`src/rtl/qspi_host_master_pkg.sv`:
```
// Shared definitions for the QSPI host master: opcodes common with the bridge slave,
// FSM state encoding and fixed phase lengths.
package qspi_host_master_pkg;

  localparam logic [7:0] OPC_READ  = 8'hEB;
  localparam logic [7:0] OPC_WRITE = 8'h32;

  localparam int CMD_CYCLES  = 2;
  localparam int ADDR_CYCLES = 8;

  typedef enum logic [3:0] {
    ST_IDLE,
    ST_SETUP,
    ST_CMD,
    ST_ADDR,
    ST_WDATA,
    ST_DUMMY,
    ST_RDATA,
    ST_HOLD,
    ST_GAP
  } state_e;

endpackage

```
`src/rtl/qspi_host_sckgen.sv`:
```
// SCK generator: a half-period down-counter that toggles SCK on terminal count and
// flags the clock on which SCK rises, falls, or (while parked low) would have risen.
module qspi_host_sckgen #(
  parameter int CLKDIV = 2
) (
  input  logic clk_i,
  input  logic reset_i,
  input  logic run_i,
  input  logic park_i,
  output logic sck_o,
  output logic rise_stb_o,
  output logic fall_stb_o,
  output logic tc_stb_o
);

  localparam int CW = $clog2(CLKDIV);
  localparam logic [CW-1:0] RELOAD = CW'(CLKDIV - 1);

  logic [CW-1:0] cnt_q, cnt_d;
  logic          sck_q, sck_d;
  logic          tc;

  always_comb begin
    tc         = run_i && (cnt_q == '0);
    rise_stb_o = tc && !sck_q && !park_i;
    fall_stb_o = tc && sck_q;
    cnt_d      = cnt_q;
    sck_d      = sck_q;
    if (!run_i) begin
      // Idle keeps the counter preloaded so the first rise lands one half-period later.
      cnt_d = RELOAD;
      sck_d = 1'b0;
    end else if (tc) begin
      cnt_d = RELOAD;
      sck_d = sck_q ? 1'b0 : !park_i;
    end else begin
      cnt_d = cnt_q - CW'(1);
    end
  end

  always_ff @(posedge clk_i) begin
    if (reset_i) begin
      cnt_q <= RELOAD;
      sck_q <= 1'b0;
    end else begin
      cnt_q <= cnt_d;
      sck_q <= sck_d;
    end
  end

  assign sck_o    = sck_q;
  assign tc_stb_o = tc;

endmodule

```
`src/rtl/qspi_host_master.sv`:
```
// Wishbone-classic to quad-SPI host master, mode 0, MSB-first nibbles, one access in flight.
// Optional QSPI_HOST_DYN_DUMMY_EN adds dummy_i[7:0] to set the read dummy count per access.
//
// state | meaning
// IDLE  | waiting for cyc&stb, SCE high, stall low
// SETUP | SCE low, first opcode nibble on the bus, half-period before first rise
// CMD   | opcode nibbles
// ADDR  | 32-bit address nibbles
// WDATA | write data nibbles, master drives
// DUMMY | turnaround cycles, bus released
// RDATA | read nibbles sampled on SCK rise
// HOLD  | SCK low for one half-period before SCE rises (ack here)
// GAP   | SCE high for CS_IDLE clocks, still stalled
module qspi_host_master
  import qspi_host_master_pkg::*;
#(
  parameter int         ADDRBITS     = 26,
  parameter int         DATABITS     = 16,
  parameter int         CLKDIV       = 2,
  parameter int         DUMMY_CYCLES = 8,
  parameter logic [7:0] RD_OPCODE    = OPC_READ,
  parameter logic [7:0] WR_OPCODE    = OPC_WRITE,
  parameter int         CS_IDLE      = 4
) (
  input  logic                clk_i,
  input  logic                reset_i,
  input  logic                wb_cyc_i,
  input  logic                wb_stb_i,
  input  logic                wb_we_i,
  input  logic [ADDRBITS-1:0] wb_adr_i,
  input  logic [DATABITS-1:0] wb_dat_i,
  output logic [DATABITS-1:0] wb_dat_o,
  output logic                wb_ack_o,
  output logic                wb_stall_o,
  output logic                spi_sck_o,
  output logic                spi_sce_o,
  output logic [3:0]          spi_io_o,
  input  logic [3:0]          spi_io_i,
  output logic                spi_io_oe
`ifdef QSPI_HOST_DYN_DUMMY_EN
  ,
  input  logic [7:0]          dummy_i
`endif
);

  localparam int SW        = 8 + 32 + DATABITS;
  localparam int DATA_NIBS = DATABITS / 4;
  localparam int GW        = $clog2(CS_IDLE + 1);

  state_e                state_q, state_d;
  logic [7:0]            nib_q, nib_d;
  logic [SW-1:0]         shift_q, shift_d;
  logic [DATABITS-1:0]   rx_q, rx_d;
  logic [DATABITS-1:0]   dat_q, dat_d;
  logic [GW-1:0]         gap_q, gap_d;
  logic [3:0]            io_q, io_d;
  logic                  we_q, we_d;
  logic                  sce_q, sce_d;
  logic                  oe_q, oe_d;
  logic                  ack_q, ack_d;
  logic                  stall_q, stall_d;
  logic                  cyc_lost_q, cyc_lost_d;
  logic                  accept, run, park;
  logic                  rise_stb, fall_stb, tc_stb;
  logic [7:0]            dummy_len;

  assign accept = (state_q == ST_IDLE) && wb_cyc_i && wb_stb_i && !stall_q;
  assign run    = (state_q != ST_IDLE) && (state_q != ST_GAP);
  assign park   = (state_q == ST_HOLD);

`ifdef QSPI_HOST_DYN_DUMMY_EN
  logic [7:0] dummy_q, dummy_d;

  always_comb begin
    dummy_d = dummy_q;
    if (accept) dummy_d = dummy_i;
  end

  always_ff @(posedge clk_i) begin
    if (reset_i) dummy_q <= 8'(DUMMY_CYCLES);
    else         dummy_q <= dummy_d;
  end

  assign dummy_len = dummy_q;
`else
  assign dummy_len = 8'(DUMMY_CYCLES);
`endif

  qspi_host_sckgen #(.CLKDIV(CLKDIV)) u_sckgen (
    .clk_i      (clk_i),
    .reset_i    (reset_i),
    .run_i      (run),
    .park_i     (park),
    .sck_o      (spi_sck_o),
    .rise_stb_o (rise_stb),
    .fall_stb_o (fall_stb),
    .tc_stb_o   (tc_stb)
  );

  always_comb begin
    state_d    = state_q;
    nib_d      = nib_q;
    shift_d    = shift_q;
    rx_d       = rx_q;
    dat_d      = dat_q;
    gap_d      = gap_q;
    io_d       = io_q;
    we_d       = we_q;
    sce_d      = sce_q;
    oe_d       = oe_q;
    ack_d      = 1'b0;
    stall_d    = stall_q;
    cyc_lost_d = cyc_lost_q | (!wb_cyc_i && (state_q != ST_IDLE));

    case (state_q)
      ST_IDLE: begin
        if (accept) begin
          state_d    = ST_SETUP;
          we_d       = wb_we_i;
          shift_d    = {(wb_we_i ? WR_OPCODE : RD_OPCODE), 32'(wb_adr_i), wb_dat_i};
          io_d       = wb_we_i ? WR_OPCODE[7:4] : RD_OPCODE[7:4];
          sce_d      = 1'b0;
          oe_d       = 1'b1;
          stall_d    = 1'b1;
          cyc_lost_d = 1'b0;
          nib_d      = 8'(CMD_CYCLES - 1);
        end
      end

      ST_SETUP: begin
        if (rise_stb) state_d = ST_CMD;
      end

      ST_CMD, ST_ADDR, ST_WDATA: begin
        if (fall_stb) begin
          shift_d = shift_q << 4;
          io_d    = shift_q[SW-5 -: 4];
          nib_d   = nib_q - 8'd1;
          if (nib_q == '0) begin
            if (state_q == ST_CMD) begin
              state_d = ST_ADDR;
              nib_d   = 8'(ADDR_CYCLES - 1);
            end else if (state_q == ST_WDATA) begin
              state_d = ST_HOLD;
            end else if (we_q) begin
              state_d = ST_WDATA;
              nib_d   = 8'(DATA_NIBS - 1);
            end else begin
              // Release the bus on the last address fall so the slave can turn it around.
              oe_d = 1'b0;
              io_d = 4'h0;
              if (dummy_len == '0) begin
                state_d = ST_RDATA;
                nib_d   = 8'(DATA_NIBS - 1);
              end else begin
                state_d = ST_DUMMY;
                nib_d   = dummy_len - 8'd1;
              end
            end
          end
        end
      end

      ST_DUMMY: begin
        if (fall_stb) begin
          nib_d = nib_q - 8'd1;
          if (nib_q == '0) begin
            state_d = ST_RDATA;
            nib_d   = 8'(DATA_NIBS - 1);
          end
        end
      end

      ST_RDATA: begin
        if (rise_stb) rx_d = (rx_q << 4) | DATABITS'(spi_io_i);
        if (fall_stb) begin
          nib_d = nib_q - 8'd1;
          if (nib_q == '0) state_d = ST_HOLD;
        end
      end

      ST_HOLD: begin
        if (tc_stb) begin
          state_d = ST_GAP;
          sce_d   = 1'b1;
          oe_d    = 1'b0;
          io_d    = 4'h0;
          ack_d   = wb_cyc_i && !cyc_lost_q;
          gap_d   = GW'(CS_IDLE - 1);
          if (!we_q) dat_d = rx_q;
        end
      end

      ST_GAP: begin
        if (gap_q == '0) begin
          state_d = ST_IDLE;
          stall_d = 1'b0;
        end else begin
          gap_d = gap_q - GW'(1);
        end
      end

      default: state_d = ST_IDLE;
    endcase
  end

  always_ff @(posedge clk_i) begin
    if (reset_i) begin
      state_q    <= ST_IDLE;
      nib_q      <= '0;
      shift_q    <= '0;
      rx_q       <= '0;
      dat_q      <= '0;
      gap_q      <= '0;
      io_q       <= '0;
      we_q       <= 1'b0;
      sce_q      <= 1'b1;
      oe_q       <= 1'b0;
      ack_q      <= 1'b0;
      stall_q    <= 1'b0;
      cyc_lost_q <= 1'b0;
    end else begin
      state_q    <= state_d;
      nib_q      <= nib_d;
      shift_q    <= shift_d;
      rx_q       <= rx_d;
      dat_q      <= dat_d;
      gap_q      <= gap_d;
      io_q       <= io_d;
      we_q       <= we_d;
      sce_q      <= sce_d;
      oe_q       <= oe_d;
      ack_q      <= ack_d;
      stall_q    <= stall_d;
      cyc_lost_q <= cyc_lost_d;
    end
  end

  assign wb_dat_o   = dat_q;
  assign wb_ack_o   = ack_q;
  assign wb_stall_o = stall_q;
  assign spi_sce_o  = sce_q;
  assign spi_io_o   = io_q;
  assign spi_io_oe  = oe_q;

endmodule
```
`config.mk`:
```
export PLATFORM = sky130hd
export DESIGN_NAME = qspi_host_master
export DESIGN_NICKNAME = d
export VERILOG_FILES = /design/src/rtl/qspi_host_master_pkg.sv /design/src/rtl/qspi_host_sckgen.sv /design/src/rtl/qspi_host_master.sv
export SDC_FILE = /design/constraint.sdc
export NUM_CORES = 1
export LEC_CHECK = 0
export ABC_AREA = 1
export ABC_CLOCK_PERIOD_IN_PS = 1470
export CORE_MARGIN = 2
export CORE_UTILIZATION = 50
export CTS_BUF_LIST = sky130_fd_sc_hd__clkbuf_8
export DETAILED_ROUTE_END_ITERATION = 6
export PLACE_DENSITY = 0.87
export RECOVER_POWER = 50
export SETUP_SLACK_MARGIN = 0.15
export SLEW_MARGIN = 20
export SYNTH_ARGS = -nofsm -noshare
export SYNTH_HDL_FRONTEND = slang
export SYNTH_SLANG_ARGS = --single-unit
```
`constraint.sdc`:
```
create_clock -name clk_i -period 1.47 [get_ports clk_i]
set_input_delay 0.294 -clock clk_i [delete_from_list [all_inputs] [get_ports clk_i]]
set_output_delay 0.294 -clock clk_i [all_outputs]
set_load 0.05 [all_outputs]
```
==> results of run 1 <==
## metal layers
metal | vias to the layer above | track usage | routed length [um]
li1 | 2505 | - | -
met3 | 302 | 0.06293 | 3739
met2 | 721 | 0.6144 | 11440
met5 | - | 0 | 17
met1 | 3028 | 0.4374 | 8759
met4 | 2 | 0.2000 | 2813
## logic make-up after synthesis
| family | share of synthesized area |
|---|---|
| compound gates | 0.2252 |
| buf+inv | 0.07969 |
| fa+ha+maj | 0.007840 |
| flops | 0.4641 |
| xor+xnor | 0.001829 |
| simple gates | 0.2213 |
## where the power goes
part,switching [mW],internal (mW)
Sequential,0.649,3.54
Combinational,5.10,3.39
Clock,1.25,1.16
Total,7.00,8.08
## worst max-delay path by stage
| stage | slack, ns | cells past startpoint | start | endpoint |
|---|---|---|---|---|
| final | -1.02 | 7 | state_q[2]$_SDFFE_PP0P_ | state_q[1]$_SDFFE_PP0P_ |
| after global routing | -0.92 | 7 | state_q[2]$_SDFFE_PP0P_ | state_q[1]$_SDFFE_PP0P_ |
| after CTS | -0.14 | 10 | state_q[0]$_SDFFE_PP0P_ | shift_q[27]$_SDFFE_PP0P_ |
| after detailed placement | -0.43 | 10 | wb_cyc_i | spi_io_o[3]$_SDFFE_PP0P_ |
| after global placement | -0.34 | 8 | wb_cyc_i | shift_q[44]$_SDFFE_PP0P_ |
| after floorplan | 0.03 | 11 | state_q[2]$_SDFFE_PP0P_ | shift_q[43]$_SDFFE_PP0P_ |
## worst max-delay path, cell delays in order (launching register included)
cell	delay, ns
dfxtp_4	0.43
inv_4	0.06
nand2_2	0.14
nor2_8	0.07
buf_4	0.16
nor4_1	1.14
nand3_1	0.21
a21oi_1	0.20
## area by class of cell
class                      count  area (um^2)  area share
clock inverter                 7        126.4     0.01512
clock buffer                   9        123.9     0.01482
multi-input combinational    454         3069      0.3672
timing repair buffer         181         2409      0.2881
tap                          129        161.4     0.01931
inverter                      50        212.7     0.02545
timing repair inverter         1        11.26    0.001347
sequential                   111         2246      0.2687
## flip-flops by register name, summed over array words and instances, names as in the netlist, 3 cells and up
signal    cells
gap_q         3
state_q       4
nib_q         8
rx_q         16
wb_dat_o     16
shift_q      52
spi_io_o      4
## per-stage QoR
stage                     instances  worst slack [ns]
after CTS                       921           -0.1367
after global routing            942           -0.9223
final                           942            -1.024
after global placement          870           -0.3400
after floorplan                 654           0.02645
after detailed placement        870           -0.4284
## timing repair
| item | 4_1_cts | 5_1_grt |
|---|---|---|
| resized for setup | 123 | 176 |
| endpoints found under the setup margin | 108 | 111 |
| setup buffers | 20 | 15 |
| gates cloned | 15 | 6 |
| pin swaps | 20 | 41 |
## placed cells by master (no fill, tap or decap), types with 6 or more instances in the layout
| cell | netlist | final |
|---|---|---|
| o21ai_0 | 75 | 22 |
| o21ai_2 | 0 | 38 |
| a21oi_4 | 0 | 9 |
| a21oi_2 | 1 | 30 |
| buf_4 | 4 | 52 |
| inv_1 | 45 | 38 |
| nand2_4 | 1 | 13 |
| dfxtp_4 | 0 | 6 |
| nor2_2 | 9 | 13 |
| nand3_4 | 0 | 6 |
| a31oi_1 | 40 | 37 |
| dfxtp_1 | 111 | 104 |
| buf_16 | 0 | 13 |
| o21ai_1 | 20 | 27 |
| o21ai_4 | 0 | 8 |
| buf_12 | 0 | 40 |
| nand2_2 | 5 | 24 |
| clkbuf_8 | 0 | 9 |
| a21oi_1 | 64 | 26 |
| nor2_4 | 0 | 11 |
| nand2_1 | 157 | 124 |
| clkdlybuf4s50_1 | 0 | 50 |
| inv_2 | 5 | 7 |
| nand3_1 | 18 | 10 |
| nor2_1 | 40 | 25 |
| buf_6 | 2 | 19 |
## cell usage after synthesis
cell type,number,area (um^2)
nand2_1,157,589.3
dfxtp_1,111,2222
o21ai_0,75,375.4
a21oi_1,64,320.3
inv_1,45,168.9
a31oi_1,40,250.2
nor2_1,40,150.1
o21ai_1,20,100.1
clkbuf_1,18,67.56
nand3_1,18,90.09
buf_2,13,65.06
nor2_2,9,56.30
inv_2,5,18.77
nand2_2,5,31.28
buf_4,4,30.03
nand4_1,4,25.02
nor3_1,4,20.02
ha_1,3,37.54
buf_6,2,22.52
nand3_2,2,20.02
nor4_1,2,12.51
a21oi_2,1,8.760
and2_1,1,6.260
buf_1,1,3.750
clkbuf_2,1,5.000
nand2_4,1,11.26
nand3b_1,1,7.510
nand4_2,1,12.51
nor2_8,1,20.02
nor3b_1,1,7.510
o211a_1,1,10.01
o211ai_1,1,7.510
o22ai_1,1,6.260
xor2_1,1,8.760
==> run metrics, run 1 <==
H-tree depth 3; clock root cell clkbuf_8; Slew headroom 0.03183; # fillers 313; crit end category flip-flop; Pre-antenna DRT Iters 7; layout cells sized above 1 0.4145; Avg Cell Area, Syn 7.322 um^2; CTS buffer count 9; Die W 101.9 um; count of boundary I/O pins 76; # diodes 0; Area growth syn-to-layout 74.58%; first-pass GRT wire length just under 30000 um; cell row count 35; CTS sink cnt about 110; routability cong. 0.8666; hpwl dp 8663 um; critical path startpoint category flip-flop; minimum clock period 2.494 ns; Die ar. 10380 um^2; DIE HEIGHT 101.9 um; min-delay worst type in -> reg; Post-Route WL approximately 27000 um; Final Instance Area 8359 um^2; vias in the first global route 5536; failing checks DRC, setup timing; fin. max-slew vios 0; fin util 0.9004; Tot Pwr between 15 and 20 mW; CP max FO 5; Worst EP required 1.82 ns; Clock Latency Late Sink 0.41 ns; Final Cycle Share 1.697; unrepaired setup endpoints after global routing yes; CP Class reg -> reg; Initial Util 0.5158; placed cell areas 6309 um^2; beginning of the worst register-to-register path state_q[2]$_SDFFE_PP0P_; Worst Hold End shift_q[16]$_SDFFE_PP0P_; Post-DRT Antenna Nets 0; routed vias/inst approximately 7.0; Net Count, Synth 708; CTS tree built; hold path cells 3; Final #Nets ~860; Syn Inst Count 654; outcome complete, but fails checks; Reg2Reg Depth 7; drt drc roughly 130; drt wl/cell between 20 and 30 um; largest net degree at the start of global routing 42; Final WS setup -1.024 ns; gr usage total 0.3626; 1st-iter DRT viols 1092; routed vias between 6000 and 7000; arrival time of the worst setup path 2.84 ns; Ys Warns 0; hold path start wb_adr_i[0]; slew of the pin with the lowest slew margin 1.439 ns; Leakage 3.292 nW; worst-case vdd ir drop 1184 uV; Post-Syn Area 4788 um^2; fmax 0.4009 GHz; max-cap violations 0; register area share after synthesis 0.4641; endpoints failing setup 108; PD cells 1804 nW/um^2; Fin. Hold Viols 0; RR Endpoint state_q[1]$_SDFFE_PP0P_; Clock Tree Buf Depth 2; PortBufs 75; clk_skew 0.02245 ns; CTS clock-pin slew for the worst setup and hold paths 0.13 ns; initial antenna violation count 2; core area a little over 9000 um^2; worst hold slack 0.4849 ns; Yosys cell types 34; setup TNS -42.26 ns; r2r setup slk -1.02 ns; Seq cells post-synth 111; cts hold-fix bufs 0; grt ovf 0
Note: power is estimated with default switching activity, not from simulation.
==> inputs of run 2 (changes only) <==
Settings changed: ABC_CLOCK_PERIOD_IN_PS 1470 to default, CORE_ASPECT_RATIO from default to 0.7, CORE_UTILIZATION 50 to 55, PLACE_DENSITY 0.87 to 0.91.
Clock period 1.47 ns to 3.2 ns, I/O delays scaled along.
==> run 2 against run 1 <==
Net effect:
- the flow now finishes without violations
- power shrank 72%
- routed wire length is 59% lower
- critical endpoint is now rx_q[6]$_SDFFE_PP0P_
- first-iteration DRC count down 64%
- via count fell by 32%
- highest routed layer is now met4
- largest power group is now sequential cells
- sequential cell count did not move
==> run metrics, run 2 (synthesized netlist as in run 1, its figures left out) <==
Slew headroom 0.2505; Die ar. 9480 um^2; slowest cell on the critical path clkbuf_1; clock root cell clkbuf_8; Reg2Reg Depth 12; PD cells approximately 730 nW/um^2; CP max FO 34; CTS buffer count 9; initial antenna violation count 0; outcome complete, no violations; hold path start cyc_lost_q$_SDFF_PP0_; cts hold-fix bufs 0; core area 8443 um^2; routed vias/inst 5.367; arrival time of the worst setup path 3.00 ns; layout cells sized above 1 0.06031; CTS resizes 0; endpoints failing setup 0; commonest non-fill, non-tap cell in the layout nand2_1; hpwl dp 7556 um; grt ovf 0; crit end category flip-flop; fmax 0.3689 GHz; CTS sink cnt 111; largest net degree at the start of global routing 65; CTS clock-pin slew for the worst setup and hold paths 0.11 ns; Die W 115.5 um; Pre-antenna DRT Iters 5; CTS tree built; vias in the first global route 4152; Clock Latency Late Sink 0.38 ns; minimum clock period 2.711 ns; DIE HEIGHT 82.07 um; Final Cycle Share 0.8471; Worst EP required 3.49 ns; max-cap violations 0; critical path, cell by cell dlygate4sd3_1 > clkbuf_1 > clkinv_1 > clkbuf_1 > o21ai_0 > a21oi_1; Cell Count, Final, Fillers Out 833; Clock Tree Buf Depth 2; Placed Cells between 800 and 900; worst-case vdd ir drop around 360 uV; setup TNS 0 ns; Critical Path Source reset_i; fin. max-slew vios 0; beginning of the worst register-to-register path state_q[2]$_SDFFE_PP0P_; Post-DRT Antenna Nets 0; Area growth syn-to-layout 19.39%; Post-Route WL around 11000 um; slew of the pin with the lowest slew margin ~1.1 ns; CP max stage delay approximately 0.84 ns; # fillers 726; Setup WS pre-CTS around 0.7 ns; post-CTS setup buffer count 0; # diodes 0; Largest register FFs 52; Final WS setup 0.4892 ns; gr usage total 0.2418; drt drc 0; critical path startpoint category primary input; H-tree depth 3; CP Class in -> reg; r2r setup slk 0.71 ns; clk_skew around 0.0096 ns; cell row count 28; routed vias 4471; min-delay worst type reg -> reg; most frequent cells in the layout nand2_1, dfxtp_1, o21ai_0, a21oi_1, clkdlybuf4s50_1; PortBufs 75; largest reg by FF count shift_q; CP most frequent cell clkbuf_1; Leakage 2.364 nW; Fin. Hold Viols 0; Initial Util 0.5671; count of boundary I/O pins 76; worst hold slack 0.4473 ns; 1st-iter DRT viols 388; Final #Nets ~760; routability cong. 0.8374; drt wl/cell 13.16 um; hold path cells 1; first-pass GRT wire length around 18000 um; unrepaired setup endpoints after global routing no
-- run 2: cell types whose count changed in the layout (fill, tap and decap cells not counted), moves of 29 or more --
cell,previous run,this run
nand2_1,124,157
o21ai_0,22,84
a21oi_2,30,1
a21oi_1,26,64
buf_4,52,2
o21ai_2,38,0
buf_12,40,1
-- run 2: path summary, 6_finish.rpt --
path                                 to
setup / recovery   rx_q[6]$_SDFFE_PP0P_
hold / removal      wb_ack_o$_SDFF_PP0_
setup reg to reg  nib_q[5]$_SDFFE_PP0P_
hold reg to reg     wb_ack_o$_SDFF_PP0_
-- run 2: routing by layer --
metal / share of wire / global-route usage
met4: 0.011 / 0.06988
met2: 0.45 / 0.3924
met5: 0 / 0
met1: 0.48 / 0.3211
met3: 0.055 / 0.06125
-- run 2: per-stage QoR --
step | power, mW | utilization | instance area, um^2
3_3_place_gp | 3.399 | 0.6589 | 5563
2_1_floorplan | 3.077 | - | 4788
6_report | 4.202 | 0.6771 | 5717
3_5_place_dp | 3.467 | 0.6589 | 5563
4_1_cts | 4.216 | 0.6795 | 5737
5_1_grt | 4.508 | 0.6771 | 5717
-- run 2: final cells by class --
| cell class | count | area [um^2] | area share |
|---|---|---|---|
| repair buffers | 82 | 803.3 | 0.1405 |
| flip-flops and latches | 111 | 2222 | 0.3887 |
| clock buffers | 9 | 123.9 | 0.02167 |
| well taps | 120 | 150.1 | 0.02626 |
| inverters | 50 | 187.7 | 0.03283 |
| clock inverters | 7 | 50.05 | 0.008755 |
| multi-input cells | 454 | 2180 | 0.3813 |
-- run 2: worst max-delay path, delay by kind of cell --
kind | cells | cell delay (ns)
buffers and inverters | 4 | 1.83
AO/OA/AOI/OAI | 2 | 0.52
-- run 2: report_power, final --
part	internal, mW	leakage (nW)	total [mW]	switching (mW)
clock	0.286	0.0923	0.765	0.479
sequential	1.62	0.905	1.76	0.142
combinational	0.523	1.37	1.68	1.15
total	2.43	2.36	4.20	1.78
==> inputs of run 3 (changes only) <==
Settings changed: CORE_UTILIZATION 55 to 50, PLACE_DENSITY 0.91 to 0.87.
Clock period 3.2 ns to 2.2 ns, I/O delays scaled along.
==> run 3 against run 2 <==
Net effect:
- clock skew increased by 0.0071 ns
- sequential cell count unchanged
- routed wire length increased by 5.4%
- via count increased by 0.98%
- cell count increased by 1.2%
- clock power increased by 52%
- worst setup slack got worse by 0.28 ns
- final area increased by 1.3%
- non-clock buffer count increased by 6
- core utilization decreased by 4.6 points
- largest cell class unchanged
==> run metrics, run 3 (synthesized netlist as in run 1, its figures left out) <==
routability cong. approximately 0.91; cell row count 29; CTS sink cnt 111; Post-Route WL 11560 um; Leakage 2.330 nW; Critical Path Source spi_sce_o$_SDFFE_PP1P_; fin. max-slew vios 0; max-cap violations 0; Die ar. 10390 um^2; CTS clock-pin slew for the worst setup and hold paths between 0.1 and 0.15 ns; Largest register FFs 52; min-delay worst type reg -> reg; slowest cell on the critical path clkdlybuf4s50_1; CP bufs+invs 1; Final WS setup 0.2058 ns; core area 9180 um^2; grt ovf 0; DIE HEIGHT 85.88 um; slew of the pin with the lowest slew margin 0.8119 ns; PD cells 1088 nW/um^2; first-pass GRT wire length approximately 19000 um; clk_skew 0.01667 ns; hold path cells 1; routed vias 4515; Clock Latency Late Sink 0.38 ns; critical path startpoint category flip-flop; minimum clock period 1.994 ns; most frequent cells in the layout nand2_1, dfxtp_1, o21ai_0, clkdlybuf4s50_1, a21oi_1; unrepaired setup endpoints after global routing no; Pre-antenna DRT Iters 5; outcome complete, no violations; critical path, cell by cell clkdlybuf4s50_1; Setup WS pre-CTS -0.01559 ns; arrival time of the worst setup path 1.55 ns; hold path start cyc_lost_q$_SDFF_PP0_; drt drc 0; gr usage total 0.2317; routed vias/inst roughly 5.4; largest reg by FF count shift_q; CP delay by family, top buffers and inverters; CTS buffer count 9; RR Endpoint shift_q[20]$_SDFFE_PP0P_; CP max stage delay about 0.84 ns; r2r setup slk about 0.27 ns; worst-case vdd ir drop 599.7 uV; Area growth syn-to-layout 20.96%; placed cell areas 5638 um^2; Die W 121.0 um; vias in the first global route 4089; initial antenna violation count 0; commonest non-fill, non-tap cell in the layout nand2_1; endpoints failing setup 0; hpwl dp 8142 um; drt wl/cell 13.71 um; layout cells sized above 1 0.06676; CP Class reg -> out; # fillers 813; worst hold slack about 0.45 ns; Reg2Reg Depth 9; H-tree depth 3; PortBufs 75; clock root cell clkbuf_8; Final Cycle Share 0.9065; Worst EP required 1.76 ns; crit end category output pin; fmax 0.5014 GHz; beginning of the worst register-to-register path state_q[2]$_SDFFE_PP0P_; count of boundary I/O pins 76; Worst Hold End wb_ack_o$_SDFF_PP0_; Final Instance Area a little under 6000 um^2; # diodes 0; CP max FO 2; Post-DRT Antenna Nets 0; CTS tree built; Final #Nets 768; 1st-iter DRT viols 340; Initial Util 0.5216; Clock Tree Buf Depth 2; Fin. Hold Viols 0; Slew headroom 0.4587; largest net degree at the start of global routing 49
[run 3: timing repair]
action | CTS | global route
hold buffers | 0 | 0
endpoints found under the setup margin | 1 | 10
resized for setup | 1 | 3
setup buffers | 0 | 0
[run 3: worst max path at each step]
stage	to	slack (ns)	cells after the start
after floorplan	nib_q[0]$_SDFFE_PP0P_	0.60	7
after global placement	nib_q[6]$_SDFFE_PP0P_	0.11	8
after detailed placement	nib_q[4]$_SDFFE_PP0P_	-0.02	8
after CTS	wb_stall_o	0.15	1
after global routing	nib_q[6]$_SDFFE_PP0P_	0.08	11
final	spi_sce_o	0.21	1
[run 3: cell type report]
type / count / area [um^2] / share of cell area
Inverter: 50 / 187.7 / 0.03240
Multi-Input combinational cell: 454 / 2187 / 0.3776
Clock inverter: 6 / 45.04 / 0.007777
Sequential cell: 111 / 2222 / 0.3837
Timing Repair Buffer: 88 / 857.1 / 0.1480
Clock buffer: 10 / 137.6 / 0.02376
Tap cell: 124 / 155.1 / 0.02679
[run 3: report_power, final]
group	internal, mW	leakage, nW	total, mW	switching, mW
Combinational	0.846	1.33	2.58	1.73
Sequential	2.35	0.905	2.57	0.215
Clock	0.450	0.0956	1.16	0.708
[run 3: stage by stage]
| step | total power, mW | cells | setup TNS, ns | util |
|---|---|---|---|---|
| floorplan | 4.475 | 654 | 0 | - |
| CTS | 6.282 | 843 | 0 | 0.6339 |
| global route | 6.735 | 843 | 0 | 0.6309 |
| global placement | 5.045 | 827 | 0 | 0.6141 |
| finish | 6.300 | 843 | 0 | 0.6309 |
| detailed placement | 5.137 | 827 | -0.02598 | 0.6141 |
[run 3: metal layers]
metal | GRT usage | up-vias | share of wire
li1 | - | 2302 | -
met1 | 0.3443 | 2045 | 0.49
met2 | 0.3335 | 153 | 0.43
met3 | 0.04588 | 15 | 0.067
met4 | 0.08140 | 0 | 0.014
met5 | 0 | - | 0
